File: src/rtl/pmod_cls_text_sequencer_pkg.sv
// Shared types, ASCII constants and segment helpers for the Pmod CLS text sequencer.
// Byte selection lives here so the top stays a plain FSM plus datapath.
package pmod_cls_text_sequencer_pkg;

  localparam logic [7:0] ASCII_CLS_ESC            = 8'h1B;
  localparam logic [7:0] ASCII_CLS_BRACKET        = 8'h5B;
  localparam logic [7:0] ASCII_CLS_CHAR_ZERO      = 8'h30;
  localparam logic [7:0] ASCII_CLS_CHAR_ONE       = 8'h31;
  localparam logic [7:0] ASCII_CLS_CHAR_SEMICOLON = 8'h3B;
  localparam logic [7:0] ASCII_CLS_DISP_CLR_CMD   = 8'h6A;
  localparam logic [7:0] ASCII_CLS_CURSOR_POS_CMD = 8'h48;

  typedef logic [127:0] t_pmod_cls_ascii_line_16;
  typedef logic [4:0]   t_pmod_cls_dat_len;
  typedef logic [2:0]   t_cls_seg_idx;

  typedef enum logic [2:0] {
    ST_IDLE  = 3'd0,
    ST_LOAD  = 3'd1,
    ST_GO    = 3'd2,
    ST_START = 3'd3,
    ST_BUSY  = 3'd4,
    ST_GAP   = 3'd5
  } t_cls_seq_state;

  function automatic t_pmod_cls_dat_len f_seg_len(input t_cls_seg_idx i_seg);
    t_pmod_cls_dat_len w_len;
    case (i_seg)
      3'd0:       w_len = 5'd3;
      3'd1, 3'd3: w_len = 5'd6;
      3'd2, 3'd4: w_len = 5'd16;
      default:    w_len = 5'd0;
    endcase
    return w_len;
  endfunction

  // Segments 1 and 3 are the same cursor command, differing only in the row digit.
  function automatic logic [7:0] f_seg_byte(
    input t_cls_seg_idx            i_seg,
    input logic [3:0]              i_pos,
    input t_pmod_cls_ascii_line_16 i_line1,
    input t_pmod_cls_ascii_line_16 i_line2
  );
    logic [7:0]   w_byte;
    logic [127:0] w_l1_sh;
    logic [127:0] w_l2_sh;
    w_l1_sh = i_line1 << {i_pos, 3'b000};
    w_l2_sh = i_line2 << {i_pos, 3'b000};
    case (i_seg)
      3'd0: begin
        case (i_pos)
          4'd0:    w_byte = ASCII_CLS_ESC;
          4'd1:    w_byte = ASCII_CLS_BRACKET;
          4'd2:    w_byte = ASCII_CLS_DISP_CLR_CMD;
          default: w_byte = 8'h00;
        endcase
      end
      3'd1, 3'd3: begin
        case (i_pos)
          4'd0:    w_byte = ASCII_CLS_ESC;
          4'd1:    w_byte = ASCII_CLS_BRACKET;
          4'd2:    w_byte = (i_seg == 3'd3) ? ASCII_CLS_CHAR_ONE : ASCII_CLS_CHAR_ZERO;
          4'd3:    w_byte = ASCII_CLS_CHAR_SEMICOLON;
          4'd4:    w_byte = ASCII_CLS_CHAR_ZERO;
          4'd5:    w_byte = ASCII_CLS_CURSOR_POS_CMD;
          default: w_byte = 8'h00;
        endcase
      end
      3'd2:    w_byte = w_l1_sh[127:120];
      3'd4:    w_byte = w_l2_sh[127:120];
      default: w_byte = 8'h00;
    endcase
    return w_byte;
  endfunction

endpackage

File: src/rtl/pmod_cls_text_sequencer.sv
// Streams clear/home/line1/row1/line2 into the Pmod CLS SPI driver TX FIFO,
// one go strobe per segment, with an idle gap after each SPI transaction.
module pmod_cls_text_sequencer #(
  parameter int MIN_GAP_CYCLES = 200
) (
  input  logic         i_clk_20mhz,
  input  logic         i_rst_20mhz,
  input  logic         i_cls_upd,
  input  logic [127:0] i_dat_ascii_line1,
  input  logic [127:0] i_dat_ascii_line2,
  output logic         o_cls_ready,
  output logic [7:0]   o_tx_data,
  output logic         o_tx_enqueue,
  output logic         o_go_stand,
  output logic [4:0]   o_tx_len,
  input  logic         i_tx_ready,
  input  logic         i_spi_idle
);
  import pmod_cls_text_sequencer_pkg::*;

  localparam int               GAP_W    = $clog2(MIN_GAP_CYCLES + 1);
  localparam logic [GAP_W-1:0] GAP_LOAD = GAP_W'(MIN_GAP_CYCLES - 1);

  t_cls_seq_state          r_state;
  t_cls_seq_state          w_state_nxt;
  t_cls_seg_idx            r_seg;
  logic [4:0]              r_idx;
  t_pmod_cls_ascii_line_16 r_line1;
  t_pmod_cls_ascii_line_16 r_line2;
  t_pmod_cls_dat_len       r_tx_len;
  logic [GAP_W-1:0]        r_gap_cnt;
  logic                    w_enq;
  logic                    w_last;
  logic [7:0]              w_data;

  // State register
  always_ff @(posedge i_clk_20mhz) begin
    if (i_rst_20mhz) begin
      r_state <= ST_IDLE;
    end else begin
      r_state <= w_state_nxt;
    end
  end

  // Next state, enqueue handshake and byte mux
  always_comb begin
    w_state_nxt = r_state;
    w_enq       = 1'b0;
    w_data      = 8'h00;
    w_last      = 1'b0;
    case (r_state)
      ST_IDLE: begin
        if (i_cls_upd) w_state_nxt = ST_LOAD;
        else           w_state_nxt = ST_IDLE;
      end
      ST_LOAD: begin
        w_enq  = i_tx_ready & i_spi_idle;
        w_data = f_seg_byte(r_seg, r_idx[3:0], r_line1, r_line2);
        w_last = (r_idx == (f_seg_len(r_seg) - 5'd1));
        if (w_enq && w_last) w_state_nxt = ST_GO;
        else                 w_state_nxt = ST_LOAD;
      end
      ST_GO: w_state_nxt = ST_START;
      ST_START: begin
        if (!i_spi_idle) w_state_nxt = ST_BUSY;
        else             w_state_nxt = ST_START;
      end
      ST_BUSY: begin
        if (i_spi_idle) w_state_nxt = ST_GAP;
        else            w_state_nxt = ST_BUSY;
      end
      ST_GAP: begin
        if (r_gap_cnt != '0)    w_state_nxt = ST_GAP;
        else if (r_seg == 3'd4) w_state_nxt = ST_IDLE;
        else                    w_state_nxt = ST_LOAD;
      end
      default: w_state_nxt = ST_IDLE;
    endcase
  end

  // Line latch, segment/byte indices, transaction length and gap counter
  always_ff @(posedge i_clk_20mhz) begin
    if (i_rst_20mhz) begin
      r_seg     <= 3'd0;
      r_idx     <= 5'd0;
      r_line1   <= '0;
      r_line2   <= '0;
      r_tx_len  <= 5'd0;
      r_gap_cnt <= '0;
    end else begin
      case (r_state)
        ST_IDLE: begin
          if (i_cls_upd) begin
            r_line1 <= i_dat_ascii_line1;
            r_line2 <= i_dat_ascii_line2;
            r_seg   <= 3'd0;
            r_idx   <= 5'd0;
          end
        end
        ST_LOAD: begin
          if (w_enq && w_last) begin
            r_idx    <= 5'd0;
            r_tx_len <= f_seg_len(r_seg);
          end else if (w_enq) begin
            r_idx <= r_idx + 5'd1;
          end
        end
        ST_BUSY: begin
          if (i_spi_idle) r_gap_cnt <= GAP_LOAD;
        end
        ST_GAP: begin
          if (r_gap_cnt != '0) begin
            r_gap_cnt <= r_gap_cnt - GAP_W'(1);
          end else if (r_seg != 3'd4) begin
            r_seg <= r_seg + 3'd1;
            r_idx <= 5'd0;
          end
        end
        default: begin
        end
      endcase
    end
  end

  assign o_cls_ready  = (r_state == ST_IDLE);
  assign o_go_stand   = (r_state == ST_GO);
  assign o_tx_enqueue = w_enq;
  assign o_tx_data    = w_data;
  assign o_tx_len     = r_tx_len;

endmodule

File: config.mk
export PLATFORM = sky130hd
export DESIGN_NAME = pmod_cls_text_sequencer
export DESIGN_NICKNAME = d
export VERILOG_FILES = /design/src/rtl/pmod_cls_text_sequencer_pkg.sv /design/src/rtl/pmod_cls_text_sequencer.sv
export SDC_FILE = /design/constraint.sdc
export NUM_CORES = 1
export LEC_CHECK = 0
export BUFFER_PORTS_ARGS = -buffer_cell sky130_fd_sc_hd__buf_2
export CAP_MARGIN = 25
export CORE_MARGIN = 2
export CORE_UTILIZATION = 30
export DETAILED_ROUTE_END_ITERATION = 16
export PLACE_DENSITY_LB_ADDON = 0.3
export SLEW_MARGIN = 20
export SYNTH_ARGS = -nofsm -noshare
export SYNTH_HDL_FRONTEND = slang
export SYNTH_SLANG_ARGS = --single-unit
File: constraint.sdc
create_clock -name i_clk_20mhz -period 5.6 [get_ports i_clk_20mhz]
set_clock_uncertainty 0.15 [all_clocks]
set_input_delay 0 -clock i_clk_20mhz [delete_from_list [all_inputs] [get_ports i_clk_20mhz]]
set_output_delay 0 -clock i_clk_20mhz [all_outputs]
set_load 0.02 [all_outputs]
==> reports/results.tsv, run 1 <==
stage	metric	value	unit
route	drtIter0Drc	1078	
final_layout	final_nets	2347	
min_path	hold_class	in2reg	
route	routedWlPerCell	19.4	um
clocking	tritoncts	built	
yosys	syn_area_per_cell	7.85	um2
route	drc_errors	0	
job	drv_cap	0	
sta	period_needed	4.37	ns
grt	antenna_found_initial	0	
yosys	syn_inst	1610	
worst_setup_path	cp.arrival	4.22	ns
floorplan	start_util	0.303	
grt	grt_first_pass_wirelength	77000	um
sta	fmax	229	MHz
yosys	synth_edf_count	0	
route	dr_wl_met3	2820	um
floorplan	fp.dieW	209	um
clocking	cts_sinks	279	
grt	track_usage	0.229	
route	top_layer_used	met4	
yosys	synthArstFlopShare	0	
grt	grt_max_degree	175	
clocking	cts-root-buf	clkbuf_16	
place	dpl.hpwl	34900	um
floorplan	die-area	43800	um2
grt	grt_pass1_vias	13169	
clocking	clockBufferDepth	3	
sta	worstMarginPinSlew	1.15	ns
worst_setup_path	end_kind	output pin	
yosys	ys_ff_latch	279	
clocking	clkLatencyLatePin	0.51	ns
route	wirelength	51200	um
floorplan	die_h	209	um
final_layout	drive_above_1_share	0.190	
worst_setup_path	cp.required	5.45	ns
yosys	postSynthNetCount	1881	
pwr	ir_worst_vdd	0.187	mV
sta	slew-limit-headroom	0.215	
clocking	cts_made_buffers	34	
pwr	p_leak	7.49	nW
final_layout	multi_input_area	6490	um2
route	avgViaCountPerCell	5.07	
route	route.met2.wl	23700	um
sta	final.setup.tns	0	ns
final_layout	regArea	5590	um2
floorplan	core-area	41800	um2
final_layout	n_fill_cell	4144	
sta	hold_viol	0	
sta	finalCritPeriodShare	0.781	
sta	hold_ws	0.0296	ns
clocking	htreeDepth	2	
floorplan	io_pins	277	
worst_setup_path	cp_max_fo	60	
yosys	syn_area	12600	um2
worst_setup_path	startpoint_type	register	
worst_setup_path	path_class	reg2out	
yosys	synth.yosys.seq_area_share	0.442	
sta	slew_viol_final	0	
status	status	finished clean	
clocking	cts.clk_slew.worst_paths	0.06	ns
final_layout	n_antenna_cell	0	
floorplan	rows	75	
grt	grt.overflow.total	0	
clocking	post-cts-setup-buffers	0	
yosys	synth_warnings	0	
sta	rsz0062_at_grt	false	
pwr	power	5.18	mW
route	vias	13381	
pwr	power_density	284	nW/um2
route	met1_length	22800	um
yosys	synth.distinct_cells	66	
final_layout	syn_to_final_growth	44.3	%
yosys	synthFlopType	dfxtp_1	
place	gp_congestion	0.871	
sta	setup_violations	0	
route	ant_nets	0	
route	firstDrtPassIters	5	
place	port-buffer-count	275	
==> cells by family (layout without fill, tap and decap cells) <==
group / after synthesis / in the layout / synth area share
AND/OR/NAND/NOR: 718 / 718 / 0.240
buffers and inverters: 145 / 635 / 0.0457
AO/OA/AOI/OAI: 392 / 392 / 0.184
adder cells (fa/ha/maj): 10 / 10 / 0.00990
multiplexers: 57 / 57 / 0.0734
XOR/XNOR: 8 / 8 / 0.00554
other: 1 / 1 / 0.000297
flip-flops: 279 / 279 / 0.442
==> through the flow <==
step / cell area, um2 / setup slack [ns] / instances / utilization
detailed placement: 14300 / 1.89 / 2306 / 0.343
global placement: 14300 / 2.01 / 2306 / 0.343
CTS: 18200 / 1.35 / 2638 / 0.436
global route: 18200 / 1.19 / 2639 / 0.437
finish: 18200 / 1.23 / 2639 / 0.437
floorplan: 12600 / 2.44 / 1610 / -
==> registers in the layout, indices dropped and copies added (netlist names) <==
signal / flops
o_tx_len: 4
r_gap_cnt: 8
r_idx: 5
r_line1: 128
r_line2: 128
r_seg: 3
r_state: 3
==> timing repair <==
| action | CTS | global route |
|---|---|---|
| hold buffers | 272 | 0 |
| endpoints found under the hold margin | 271 | 0 |
| resized for setup | 0 | 0 |
==> Yosys cell counts, types with 4 or more instances <==
| cell | number | area (um2) |
|---|---|---|
| a2111oi_0 | 11 | 96.3 |
| a211oi_1 | 34 | 255 |
| a21oi_1 | 272 | 1360 |
| a31oi_1 | 4 | 25.0 |
| a32oi_1 | 4 | 35.0 |
| and2_1 | 7 | 43.8 |
| and3_1 | 40 | 250 |
| buf_1 | 5 | 18.8 |
| buf_2 | 12 | 60.1 |
| clkbuf_1 | 115 | 432 |
| dfxtp_1 | 279 | 5590 |
| ha_1 | 10 | 125 |
| inv_1 | 10 | 37.5 |
| mux2_2 | 4 | 45.0 |
| mux2i_1 | 24 | 240 |
| mux4_2 | 28 | 631 |
| nand2_1 | 564 | 2120 |
| nand2b_1 | 11 | 68.8 |
| nand3_1 | 8 | 40.0 |
| nand4_1 | 5 | 31.3 |
| nor2_1 | 27 | 101 |
| nor2b_1 | 15 | 93.8 |
| nor3_1 | 11 | 55.1 |
| nor4_1 | 10 | 62.6 |
| o21ai_0 | 16 | 80.1 |
| o22ai_1 | 7 | 43.8 |
| o32ai_1 | 7 | 61.3 |
| or3_1 | 4 | 25.0 |
| xnor2_1 | 6 | 52.6 |
==> where the power goes <==
part / total, mW / internal [mW] / switching, mW
clock: 2.25 / 1.40 / 0.855
sequential: 2.18 / 2.10 / 0.0790
combinational: 0.744 / 0.348 / 0.396
==> worst paths after layout <==
kind | start | to | slack, ns | depth (start not counted)
worst max-delay path | r_seg[2] | o_tx_data[5] | 1.23 | 6
worst min-delay path | i_cls_upd | r_idx[4] | 0.03 | 6
worst max register to register | r_seg[0] | o_tx_len[1] | 2.11 | 8
worst min register to register | r_line1[60] | r_line1[60] | 0.30 | 2
==> layer usage <==
| layer | vias up | GRT usage |
|---|---|---|
| met1 | 6355 | 0.306 |
| met5 | - | 0 |
| met4 | 0 | 0.0951 |
| li1 | 6441 | - |
| met3 | 119 | 0.0343 |
| met2 | 466 | 0.370 |
==> layout by cell type (no fill, tap or decap), types with 16 or more instances in the layout <==
master | netlist | layout
nor2_1 | 27 | 27
o21ai_0 | 16 | 16
a21oi_1 | 272 | 272
mux4_2 | 28 | 28
and3_1 | 40 | 40
clkbuf_16 | 0 | 37
a211oi_1 | 34 | 34
dlygate4sd3_1 | 0 | 272
nand2_1 | 564 | 562
mux2i_1 | 24 | 24
buf_2 | 12 | 274
dfxtp_1 | 279 | 279
==> critical path, stage by stage, from the launching register on <==
cell	delay [ns]
dfxtp_1	0.97
nand2_4	0.75
a2111oi_0	1.21
o41a_1	0.33
a311oi_1	0.07
o311a_1	0.15
buf_2	0.20
==> area by class of cell <==
| type | instances | share of cell area |
|---|---|---|
| well taps | 539 | 0.0370 |
| repair buffers | 565 | 0.235 |
| inverters | 10 | 0.00206 |
| clock inverters | 9 | 0.00556 |
| clock buffers | 51 | 0.0581 |
| flip-flops and latches | 279 | 0.306 |
| multi-input cells | 1186 | 0.356 |
Note: power is estimated with default switching activity, not from simulation.
==> run 2: changes to the inputs <==
--- a/config.mk
+++ b/config.mk
@@ -5,6 +5,7 @@
 export SDC_FILE = /design/constraint.sdc
 export NUM_CORES = 1
 export LEC_CHECK = 0
+export ABC_AREA = 1
 export BUFFER_PORTS_ARGS = -buffer_cell sky130_fd_sc_hd__buf_2
 export CAP_MARGIN = 25
 export CORE_MARGIN = 2
==> constraint.sdc (replaced) <==
create_clock -name i_clk_20mhz -period 4.2 [get_ports i_clk_20mhz]
set_clock_uncertainty 0.15 [all_clocks]
set_input_delay 0 -clock i_clk_20mhz [delete_from_list [all_inputs] [get_ports i_clk_20mhz]]
set_output_delay 0 -clock i_clk_20mhz [all_outputs]
set_load 0.02 [all_outputs]
==> reports/results.tsv, run 2 <==
stage	metric	value	unit	change
place	place_ws	1.18	ns	-0.719 ns
clocking	cts.clk_slew.worst_paths	0.06	ns	about the same
worst_setup_path	path_common_cell	nand3_1		
floorplan	fp.dieW	214	um	+2.5%
sta	finalCritPeriodShare	0.848		
route	drc_errors	0		unchanged
yosys	synth_edf_count	0		unchanged
sta	hold_ws	0.140	ns	+0.110 ns
clocking	tritoncts	built		
final_layout	layout_commonest_cell	nand3_1		
final_layout	final_nets	2733		+16%
clocking	cts_made_buffers	34		unchanged
floorplan	die-area	46000	um2	+5.0%
sta	period_needed	3.56	ns	
yosys	synth_warnings	0		unchanged
route	wirelength	55100	um	+7.5%
worst_setup_path	path_class	reg2out		
pwr	power_density	377	nW/um2	+33%
pwr	power	7.46	mW	+44%
floorplan	io_pins	277		unchanged
final_layout	reg_top3	r_line1: 128 flops, r_line2: 128 flops, r_gap_cnt: 8 flops		
worst_setup_path	cp.arrival	3.41	ns	-0.81 ns
min_path	hold-path-cell-count	7		+1
worst_setup_path	end_kind	output pin		
pwr	ir_worst_vdd	0.233	mV	+25%
clocking	htreeDepth	2		unchanged
route	drtIter0Drc	1256		+17%
route	ant_nets	0		unchanged
place	dpl.hpwl	34700	um	-0.40%
final_layout	drive_above_1_share	0.154		-0.0355
floorplan	rows	77		+2.7%
yosys	synth.distinct_cells	31		-53%
min_path	hold_class	in2reg		
clocking	clkLatencyLatePin	0.52	ns	about the same
place	gp_congestion	0.943		+8.3%
sta	rsz0062_at_grt	false		
yosys	synthFlopType	dfxtp_1		
worst_setup_path	cp.required	4.05	ns	-1.40 ns
worst_setup_path	r2r_cells	8		unchanged
grt	grt_pass1_vias	15684		+19%
final_layout	n_fill_cell	4403		+6.3%
floorplan	start_util	0.302		-0.000305
grt	grt_max_degree	160		-8.6%
sta	slew-limit-headroom	0.330		+0.115
worst_setup_path	startpoint_type	register		
worst_setup_path	cp_cell_sequence	inv_1 > ha_4 > buf_4 > nand3_1 > nand3_1 > nand3_1 > nand3_1 > nand2_1 > nor2_1 > nand2_1 > a21oi_1 > buf_2		
yosys	syn_inst	1936		+20%
sta	final.setup.tns	0	ns	unchanged
job	drv_cap	0		unchanged
grt	grt_first_pass_wirelength	86700	um	+13%
grt	track_usage	0.235		+0.00643
worst_setup_path	cpMaxStageDelayCell	buf_4		
sta	setup_violations	0		unchanged
grt	grt.overflow.total	0		unchanged
final_layout	layout_common_cells	482 x nand3_1, 430 x nand2_1, 364 x dlygate4sd3_1		
yosys	yosysMostFrequentCell	nand3_1		
sta	finalWorstSetupSlack	0.640	ns	-0.586 ns
yosys	syn_area_per_cell	6.86	um2	-13%
route	firstDrtPassIters	9		+4
grt	antenna_found_initial	8		+8
pwr	p_leak	7.90	nW	+5.6%
worst_setup_path	max_stage_delay	0.67	ns	-0.54 ns
yosys	synth_commonest_cells	482 x nand3_1, 431 x nand2_1, 296 x a21oi_1		
sta	slew_viol_final	0		unchanged
final_layout	syn_to_final_growth	49.1	%	
route	avgViaCountPerCell	5.04		-0.60%
floorplan	die_h	214	um	+2.5%
clocking	clockBufferDepth	3		unchanged
route	vias	15538		+16%
yosys	postSynthNetCount	2207		+17%
yosys	synth_area_leaders	dfxtp_1 42%, nand3_1 18%, nand2_1 12%		
yosys	syn_area	13300	um2	+5.1%
sta	worstMarginPinSlew	1.00	ns	-0.144 ns
sta	hold_viol	0		unchanged
route	routedWlPerCell	17.9	um	-8.0%
final_layout	utilization	0.451		+0.0142
status	status	finished clean		
sta	fmax	281	MHz	
clocking	cts_sinks	279		unchanged
yosys	synthArstFlopShare	0		unchanged
clocking	post_cts_resized	0		unchanged
floorplan	core-area	43900	um2	+5.2%
yosys	synth_top_area_share	0.420		-0.0214
yosys	ys_ff_latch	279		unchanged
place	port-buffer-count	275		unchanged
yosys	synth.yosys.seq_area_share	0.420		-0.0214
worst_setup_path	cp_max_fo	81		+35%
clocking	cts-root-buf	clkbuf_16		
yosys	synth_top_area_cell	dfxtp_1		
==> run 2: changes by cell type after synthesis, sizes merged, moves of 28 or more <==
cell | previous run | this run
a211oi | 37 | 1
and3 | 40 | 1
buf | 20 | 62
inv | 10 | 78
mux4 | 28 | 0
nand2 | 564 | 436
nand3 | 9 | 485
nor2 | 27 | 71
o21ai | 16 | 67
==> run 2: per-stage QoR <==
step / area, um2 / instances
final: 19800 / 3083
after global routing: 19800 / 3082
after CTS: 19800 / 3077
after detailed placement: 14900 / 2653
after global placement: 14900 / 2653
after floorplan: 13300 / 1936
==> run 2: logic make-up (layout without fill, tap and decap cells) <==
logic type | Yosys count | in the layout | share of synthesized area
buf+inv | 252 | 802 | 0.0797
xor+xnor | 7 | 7 | 0.00462
compound gates | 386 | 386 | 0.150
other cells | 1 | 6 | 0.000282
simple gates | 1001 | 1001 | 0.335
flops | 279 | 279 | 0.420
fa+ha+maj | 10 | 10 | 0.00942
==> run 2: final timing paths <==
| check | startpoint | slack, ns | end |
|---|---|---|---|
| max reg2reg | r_state[1] | 0.92 | r_line2[8] |
| min reg2reg | r_line2[82] | 0.31 | r_line2[82] |
| min | i_cls_upd | 0.14 | r_seg[0] |
| max | r_seg[0] | 0.64 | o_tx_data[0] |
==> run 2: layer usage <==
layer	vias to the layer above	track usage	share of wire
li1	7587	-	-
met1	7275	0.298	0.43
met2	556	0.394	0.47
met3	120	0.0373	0.057
met4	0	0.109	0.042
met5	-	0	0
==> run 2: cell type report <==
class / instances / area [um2] / area share
flip-flops and latches: 279 / 5590 / 0.282
diodes: 5 / 12.5 / 0.000632
clock buffers: 53 / 1100 / 0.0553
multi-input cells: 1405 / 6670 / 0.337
repair buffers: 663 / 5270 / 0.266
well taps: 592 / 741 / 0.0374
clock inverters: 7 / 121 / 0.00613
inverters: 79 / 302 / 0.0152
==> run 2: power by group <==
group / switching, mW / internal (mW)
sequential: 0.114 / 2.82
clock: 1.19 / 1.98
combinational: 0.745 / 0.608
==> run 2: worst max-delay path, delay by kind of cell (launching register included) <==
kind | cells | cell delay [ns]
AOI/OAI and AO/OA | 1 | 0.31
DFF | 1 | 0.34
buffers and inverters | 3 | 1.06
adders and majority gates | 1 | 0.19
and+or+nand+nor | 7 | 0.88
==> run 2: what timing repair did <==
item                                   4_1_cts  5_1_grt
buffers inserted                             0        0
setup endpoints to repair                    0        0
endpoints found under the hold margin      270        0
hold buffers                               364        0
